<file path="src/rtl/bcd_to_excess3_conv.sv">
// Single-digit BCD to Excess-3 converter with one registered output stage.
// Define BCD2XS3_ERRCNT_EN to add a saturating invalid-input counter (err_count).
module bcd_to_excess3_conv #(
  parameter int ERR_CNT_W = 8
) (
  input  logic                 clk,
  input  logic                 rst,
  input  logic                 in_valid,
  input  logic                 a,
  input  logic                 b,
  input  logic                 c,
  input  logic                 d,
`ifdef BCD2XS3_ERRCNT_EN
  output logic [ERR_CNT_W-1:0] err_count,
`endif
  output logic                 out_valid,
  output logic                 w,
  output logic                 x,
  output logic                 y,
  output logic                 z,
  output logic                 err
);

  logic       inv;
  logic [3:0] sop;
  logic       vld_d, vld_q;
  logic [3:0] code_d, code_q;
  logic       err_d, err_q;

  // Minimised sum-of-products; only meaningful for digits 0..9.
  assign sop[3] = a | (b & c) | (b & d);
  assign sop[2] = (~b & c) | (~b & d) | (b & ~c & ~d);
  assign sop[1] = (c & d) | (~c & ~d);
  assign sop[0] = ~d;
  assign inv    = a & (b | c);

  always_comb begin
    vld_d  = in_valid;
    code_d = code_q;
    err_d  = err_q;
    if (in_valid) begin
      code_d = inv ? 4'b0000 : sop;
      err_d  = inv;
    end
  end

  always_ff @(posedge clk) begin
    if (rst) begin
      vld_q  <= 1'b0;
      code_q <= 4'b0000;
      err_q  <= 1'b0;
    end else begin
      vld_q  <= vld_d;
      code_q <= code_d;
      err_q  <= err_d;
    end
  end

  assign out_valid      = vld_q;
  assign {w, x, y, z}   = code_q;
  assign err            = err_q;

`ifdef BCD2XS3_ERRCNT_EN
  logic [ERR_CNT_W-1:0] cnt_d, cnt_q;

  function automatic logic [ERR_CNT_W-1:0] sat_inc(input logic [ERR_CNT_W-1:0] v);
    return (v == {ERR_CNT_W{1'b1}}) ? v : v + 1'b1;
  endfunction

  always_comb begin
    cnt_d = cnt_q;
    if (in_valid && inv) cnt_d = sat_inc(cnt_q);
  end

  always_ff @(posedge clk) begin
    if (rst) cnt_q <= '0;
    else     cnt_q <= cnt_d;
  end

  assign err_count = cnt_q;
`endif

  if (ERR_CNT_W < 1) begin : g_bad_cnt_w
    $error("ERR_CNT_W must be at least 1");
  end

endmodule

</file>
<file path="config.mk">
export PLATFORM = sky130hd
export DESIGN_NAME = bcd_to_excess3_conv
export DESIGN_NICKNAME = d
export VERILOG_FILES = /design/src/rtl/bcd_to_excess3_conv.sv
export SDC_FILE = /design/constraint.sdc
export NUM_CORES = 1
export LEC_CHECK = 0
export CAP_MARGIN = 5
export CORE_AREA = 2 2 39 41
export DETAILED_ROUTE_END_ITERATION = 8
export DIE_AREA = 0 0 41 43
export GPL_TIMING_DRIVEN = 0
export PLACE_DENSITY_LB_ADDON = 0.1
export RECOVER_POWER = 25
export SYNTH_ARGS = -nofsm -noshare
export SYNTH_HDL_FRONTEND = slang
export SYNTH_SLANG_ARGS = --single-unit
</file>
<file path="constraint.sdc">
create_clock -name clk -period 0.91 [get_ports clk]
set_input_delay 0.182 -clock clk [delete_from_list [all_inputs] [get_ports clk]]
set_output_delay 0.182 -clock clk [all_outputs]
set_load 0.02 [all_outputs]
</file>
==> flow_metrics.py, run 1 <==
metrics = {
    "run_status": {
        "outcome": "finished, final reports clean",
    },
    "die": {
        "core_area_um2": 1380,
        "io_pins": 13,
        "chipWidth_um": 41,
        "dieHeight_um": 43,
        "initial_core_util_pct": 18.6,
        "die-area_um2": 1760,
        "num_rows": 14,
    },
    "global_routing": {
        "grt_max_degree": 7,
        "grt.total_usage_pct": 8.44,
        "gr-total-overflow": 0,
        "grt_pass1_wl_um": 897,
        "grt_pass1_vias": 233,
        "antenna_found_initial": 0,
    },
    "synth": {
        "synthArstFlopShare_pct": 0,
        "synth_top_area_share_pct": 46.6,
        "syn_area_um2": 258,
        "syn_nets": 36,
        "ys.warnings.count": 0,
        "yosysSeqAreaShare_pct": 46.6,
        "synth_cell_types": 15,
        "synth_flop_cell": "dfxtp_1",
        "ys_top_cells_by_area": "dfxtp_1 47%, nor2_1 7.3%, a21oi_1 5.8%",
        "avgSynthCellArea_um2": 8.89,
        "synth_top_area_cell": "dfxtp_1",
        "yosys-top-cells-count": "6 x dfxtp_1, 5 x nor2_1, 3 x a21oi_1",
        "netlist_instances": 29,
        "synth_edf_count": 0,
        "yosysMostFrequentCell": "dfxtp_1",
        "synth_seq_cells": 6,
    },
    "pwr": {
        "p_clk_share_pct": 35.7,
        "power_uw": 674,
        "irDropWorstVdd_v": 0.000369,
        "p_per_area_nw_per_um2": 1510,
        "power.switching_uw": 168,
        "pwr-share-comb_pct": 20.9,
        "leakage_nw": 0.181,
        "p_int_uw": 505,
        "seq_power_share_pct": 43.4,
        "p_sw_share_pct": 25.0,
    },
    "clock_network": {
        "clockBufferDepth": 2,
        "cts_htree_levels": 1,
        "clockRootBuffer": "clkbuf_4",
        "clkTransAtPathRegs_ns": 0.04,
        "cts.sinks": 6,
        "cts_tree": "built",
        "insertion_delay_ns": 0.24,
        "numCtsBuffers": 3,
        "hold_buffers": 0,
    },
    "timing": {
        "slew_headroom_pct": 84.4,
        "clock_skew_ns": 0,
        "max_freq_ghz": 1.14,
        "fin_crit_sh_pct": 96.7,
        "worst_pin_slew_ns": 0.233,
        "grt_setup_unrepaired": "no",
        "setup_violations": 0,
        "layout_min_cycle_time_ns": 0.880,
        "hold_viol": 0,
        "slew_viol_final": 0,
    },
    "critical_path": {
        "cp_top_family": "buffers and inverters",
        "worstPathMaxFanout": 6,
        "crit_path_top_delay_cell": "dlygate4sd3_1",
        "slowest_delay_ns": 0.63,
        "cp-start-kind": "primary input",
        "timing.reg2reg.setup_slack_ns": 0.23,
        "crit_path_end_kind": "flop",
        "path_class": "in2reg",
        "cp-endpoint": "code_q[2]$_SDFFE_PP0P_",
        "crit_path_start": "rst",
        "critical_path.cell_chain": "dlygate4sd3_1, a311oi_1",
        "worstPathArrival_ns": 1.02,
        "r2r-start": "code_q[2]$_SDFFE_PP0P_",
        "worstRegToRegCells": 2,
        "cp.required_ns": 1.05,
        "r2r-end": "code_q[2]$_SDFFE_PP0P_",
        "path_depth": 2,
        "path_buf_inv": 1,
    },
    "routing": {
        "wl_per_cell_um": 9.74,
        "drtAntennaViolNets": 0,
        "routed_wl_um": 604,
        "routed_via_density": 4.29,
        "vias": 266,
        "drcViolationCount": 0,
        "drt_first_pass_iters": 2,
        "drtIter0Drc": 1,
    },
    "final_layout": {
        "area_growth_syn_to_layout_pct": 73.3,
        "fin_nets": 55,
        "antenna_cells": 0,
        "drive_above_1_share_pct": 43.5,
        "final_area_um2": 447,
        "final_cells": 62,
    },
    "placement": {
        "io_buffers": 12,
        "placedCellCount": 57,
        "placed_area_um2": 398,
        "place_congestion": 0.624,
    },
    "flow_run": {
        "cap_violations": 0,
    },
    "min_path": {
        "hp-class": "in2reg",
    },
}
routing by layer:
layer | vias up | global-route usage (%) | wire length, um
met5 | - | 0 | 0
met4 | 0 | 12.0 | 19
met3 | 2 | 1.57 | 42
met2 | 10 | 12.2 | 297
met1 | 111 | 7.74 | 245
li1 | 143 | - | -
registers in the layout (all words and copies together) (netlist names):
register	flops
err	1
out_valid	1
code_q	4
through the flow:
stage	worst slack [ns]	utilization (%)	TNS, ns	hold WS [ns]
finish	0.0303	32.3	0	0.339
global route	0.00474	32.3	0	0.362
CTS	0.000243	30.2	0	0.409
detailed placement	-0.535	28.8	-3.57	0.459
global placement	-0.528	28.8	-3.57	0.455
floorplan	0.122	-	0	0.251
layout by cell type, fill, tap and decap left out, types with 2 or more instances in the layout:
cell type      instances
a211oi_1               2
a21oi_1                3
buf_6                  5
clkbuf_4               4
dfxtp_2                5
dlygate4sd2_1          4
nand2b_1               2
nor2_1                 5
worst min-delay path: cells and delay by family:
family / cells / cell delay [ns]
AOI/OAI and AO/OA: 1 / 0.08
and+or+nand+nor: 2 / 0.11
buffers and inverters: 1 / 0.16
how the worst min path moves through the flow:
| stage | from | end | slack (ns) | depth (start not counted) |
|---|---|---|---|---|
| 2_1_floorplan | rst | code_q[0]$_SDFFE_PP0P_ | 0.25 | 1 |
| 3_3_place_gp | code_q[1]$_SDFFE_PP0P_ | code_q[1]$_SDFFE_PP0P_ | 0.45 | 2 |
| 3_5_place_dp | code_q[1]$_SDFFE_PP0P_ | code_q[1]$_SDFFE_PP0P_ | 0.46 | 2 |
| 4_1_cts | in_valid | code_q[0]$_SDFFE_PP0P_ | 0.41 | 3 |
| 5_1_grt | c | code_q[2]$_SDFFE_PP0P_ | 0.36 | 4 |
| 6_report | c | code_q[2]$_SDFFE_PP0P_ | 0.34 | 4 |
final cells by class:
class	count	area, um2
fillers	167	937
multi-input cells	22	138
flip-flops and latches	6	126
repair buffers	14	126
clock buffers	3	22.5
well taps	16	20.0
plain buffers	1	13.8
power groups by stage:
stage / clock [mW] / combinational, mW / sequential, mW
4_1_cts: 0.257 / 0.132 / 0.287
2_1_floorplan: 0 / 0.0401 / 0.312
6_report: 0.240 / 0.141 / 0.293
3_5_place_dp: 0 / 0.136 / 0.292
3_3_place_gp: 0 / 0.136 / 0.291
5_1_grt: 0.273 / 0.153 / 0.295
kinds of logic after synthesis:
logic type / count (synthesis) / share of synthesized area (%)
and+or+nand+nor: 12 / 26.7
AOI/OAI and AO/OA: 9 / 21.8
DFF: 6 / 46.6
xor gates and xnor gates: 1 / 3.40
buffers and inverters: 1 / 1.45
timing repair:
item | CTS | global route
buffers inserted | 0 | 1
cloned | 1 | 0
setup endpoints to repair | 12 | 7
gates resized for setup | 38 | 12
pin swaps | 0 | 2
No activity file was read; power rests on OpenSTA's default activity.
==> run 2, diff against run 1 <==
--- a/config.mk
+++ b/config.mk
@@ -5,6 +5,7 @@
 export SDC_FILE = /design/constraint.sdc
 export NUM_CORES = 1
 export LEC_CHECK = 0
+export ABC_AREA = 1
 export CAP_MARGIN = 5
 export CORE_AREA = 2 2 39 41
 export DETAILED_ROUTE_END_ITERATION = 8
==> run 2 against run 1 <==
Compared with the run above: critical path depth down 1; hold slack worse by 0.022 ns; sequential cell count unchanged; sequential share of layout area down 0.51 points; non-clock buffer count down 2; register-to-register slack better by 0.04 ns; cell area up 0.84%; power down 1.0%; setup slack worse by 0.0050 ns; critical path type is now reg2out; largest cell class unchanged.
==> flow_metrics.py, run 2 <==
metrics = {
    "die": {
        "die-area_um2": 1760,
        "initial_core_util_pct": 18.4,
        "chipWidth_um": 41,
        "num_rows": 14,
        "core_area_um2": 1380,
        "io_pins": 13,
        "dieHeight_um": 43,
    },
    "pwr": {
        "leakage_nw": 0.202,
        "p_per_area_nw_per_um2": 1480,
        "irDropWorstVdd_v": 0.000313,
    },
    "final_layout": {
        "area_growth_syn_to_layout_pct": 77.3,
        "final_cells": 65,
        "multiInputGateArea_um2": 133,
        "fin_nets": 58,
        "final_util_pct": 32.5,
        "regMostFlops": "code_q",
        "final_common_cell": "nand2_1",
        "nFillCells": 154,
        "final_cell_mix": "10 x nand2_1, 4 x a21oi_1, 4 x dfxtp_2, 4 x buf_6",
        "drive_above_1_share_pct": 40.8,
        "antenna_cells": 0,
        "largest_reg_flops": 4,
        "seq_area_um2": 125,
    },
    "routing": {
        "vias": 259,
        "drtAntennaViolNets": 0,
        "routed_wl_um": 603,
        "routed_via_density": 3.98,
        "drcViolationCount": 0,
        "drt_first_pass_iters": 4,
        "drtIter0Drc": 8,
        "wl_per_cell_um": 9.28,
    },
    "global_routing": {
        "gr-total-overflow": 0,
        "grt.total_usage_pct": 7.73,
        "grt_max_degree": 7,
        "grt_pass1_wl_um": 821,
        "grt_pass1_vias": 210,
        "antenna_found_initial": 0,
    },
    "timing": {
        "max_freq_ghz": 1.13,
        "clock_skew_ns": 0,
        "worst_pin_slew_ns": 0.266,
        "fin_crit_sh_pct": 97.2,
        "layout_min_cycle_time_ns": 0.885,
        "slew_viol_final": 0,
        "setup_violations": 0,
        "slew_headroom_pct": 82.2,
        "hold_viol": 0,
        "grt_setup_unrepaired": "yes",
        "hold-worst-slack_ns": 0.317,
    },
    "critical_path": {
        "path_buf_inv": 1,
        "cp_top_family": "flip-flops",
        "worstPathMaxFanout": 2,
        "cp.required_ns": 0.73,
        "path_class": "reg2out",
        "cp-start-kind": "flop",
        "worstPathArrival_ns": 0.70,
        "critical_path.cell_chain": "buf_4",
        "slowest_delay_ns": 0.32,
        "crit_path_end_kind": "primary output",
        "crit_path_top_delay_cell": "dfxtp_1",
    },
    "synth": {
        "syn_area_um2": 254,
        "synth_seq_cells": 6,
        "yosys-top-cells-count": "10 x nand2_1, 6 x dfxtp_1, 4 x a21oi_1",
        "yosysMostFrequentCell": "nand2_1",
        "avgSynthCellArea_um2": 7.70,
        "synth_edf_count": 0,
        "netlist_instances": 33,
        "yosysSeqAreaShare_pct": 47.3,
        "ys_top_cells_by_area": "dfxtp_1 47%, nand2_1 15%, a21oi_1 7.9%",
        "synth_top_area_share_pct": 47.3,
        "ys.warnings.count": 0,
        "synth_flop_cell": "dfxtp_1",
        "syn_nets": 40,
        "synthArstFlopShare_pct": 0,
        "synth_cell_types": 13,
        "synth_top_area_cell": "dfxtp_1",
    },
    "flow_run": {
        "cap_violations": 0,
    },
    "placement": {
        "io_buffers": 12,
        "place_congestion": 0.666,
        "dp_hpwl_um": 433,
        "placedCellCount": 61,
    },
    "clock_network": {
        "cts_tree": "built",
        "hold_buffers": 0,
        "clockRootBuffer": "clkbuf_4",
        "insertion_delay_ns": 0.24,
        "clkTransAtPathRegs_ns": 0.04,
        "numCtsBuffers": 3,
        "cts_htree_levels": 1,
        "clockBufferDepth": 2,
        "cts.sinks": 6,
    },
    "run_status": {
        "outcome": "finished, final reports clean",
    },
    "min_path": {
        "hp-class": "in2reg",
    },
}
[run 2: cell types whose count changed after synthesis, sizes merged, moves of 2 or more]
cell	delta
nand2b	-2
nand2	+9
a211oi	-2
inv	+3
[run 2: final timing paths]
| kind | start | slack (ns) | depth (start not counted) | endpoint |
|---|---|---|---|---|
| hold reg to reg | code_q[1]$_SDFFE_PP0P_ | 0.46 | 2 | code_q[1]$_SDFFE_PP0P_ |
| setup reg to reg | err$_SDFFE_PP0P_ | 0.27 | 2 | err$_SDFFE_PP0P_ |
| hold / removal | in_valid | 0.32 | 3 | err$_SDFFE_PP0P_ |
| setup / recovery | code_q[0]$_SDFFE_PP0P_ | 0.03 | 1 | z |
[run 2: area by class of cell]
| class | count | area share [%] |
|---|---|---|
| sequential | 6 | 27.8 |
| timing repair buffer | 13 | 30.8 |
| multi-input combinational | 24 | 29.4 |
| inverter | 3 | 2.50 |
| tap | 16 | 4.44 |
| clock buffer | 3 | 5.00 |
[run 2: layer usage]
metal | global-route usage (%) | routed length, um | part of all wire [%]
met5 | 0 | 0 | 0
met1 | 9.00 | 240 | 40
met2 | 8.75 | 310 | 51
met4 | 10.0 | 0 | 0
met3 | 3.14 | 53 | 8.8
[run 2: cell families (layout without fill, tap and decap cells)]
logic type,after synthesis,count (layout),share of synthesized area [%]
simple gates,17,17,32.0
compound gates,6,6,12.8
flops,6,6,47.3
buf+inv,3,19,4.43
xor+xnor,1,1,3.45
[run 2: power by group]
group          internal (mW)  total [mW]  switching [mW]
logic                 0.0720       0.142          0.0705
registers              0.281       0.290         0.00876
clock network          0.148       0.235          0.0861
[run 2: stage by stage]
step	area, um2	power [mW]	setup TNS [ns]	setup slack, ns
finish	450	0.667	0	0.0253
global route	450	0.710	-0.0458	-0.0207
CTS	415	0.665	0	0.00712
detailed placement	394	0.422	-2.75	-0.338
global placement	394	0.419	-2.58	-0.305
floorplan	254	0.350	0	0.208
[run 2: what timing repair did]
item,in CTS,in global routing
hold endpoints to repair,0,0
resized for setup,33,12
setup buffers,1,0
endpoints found under the setup margin,11,9
pin swaps,1,1
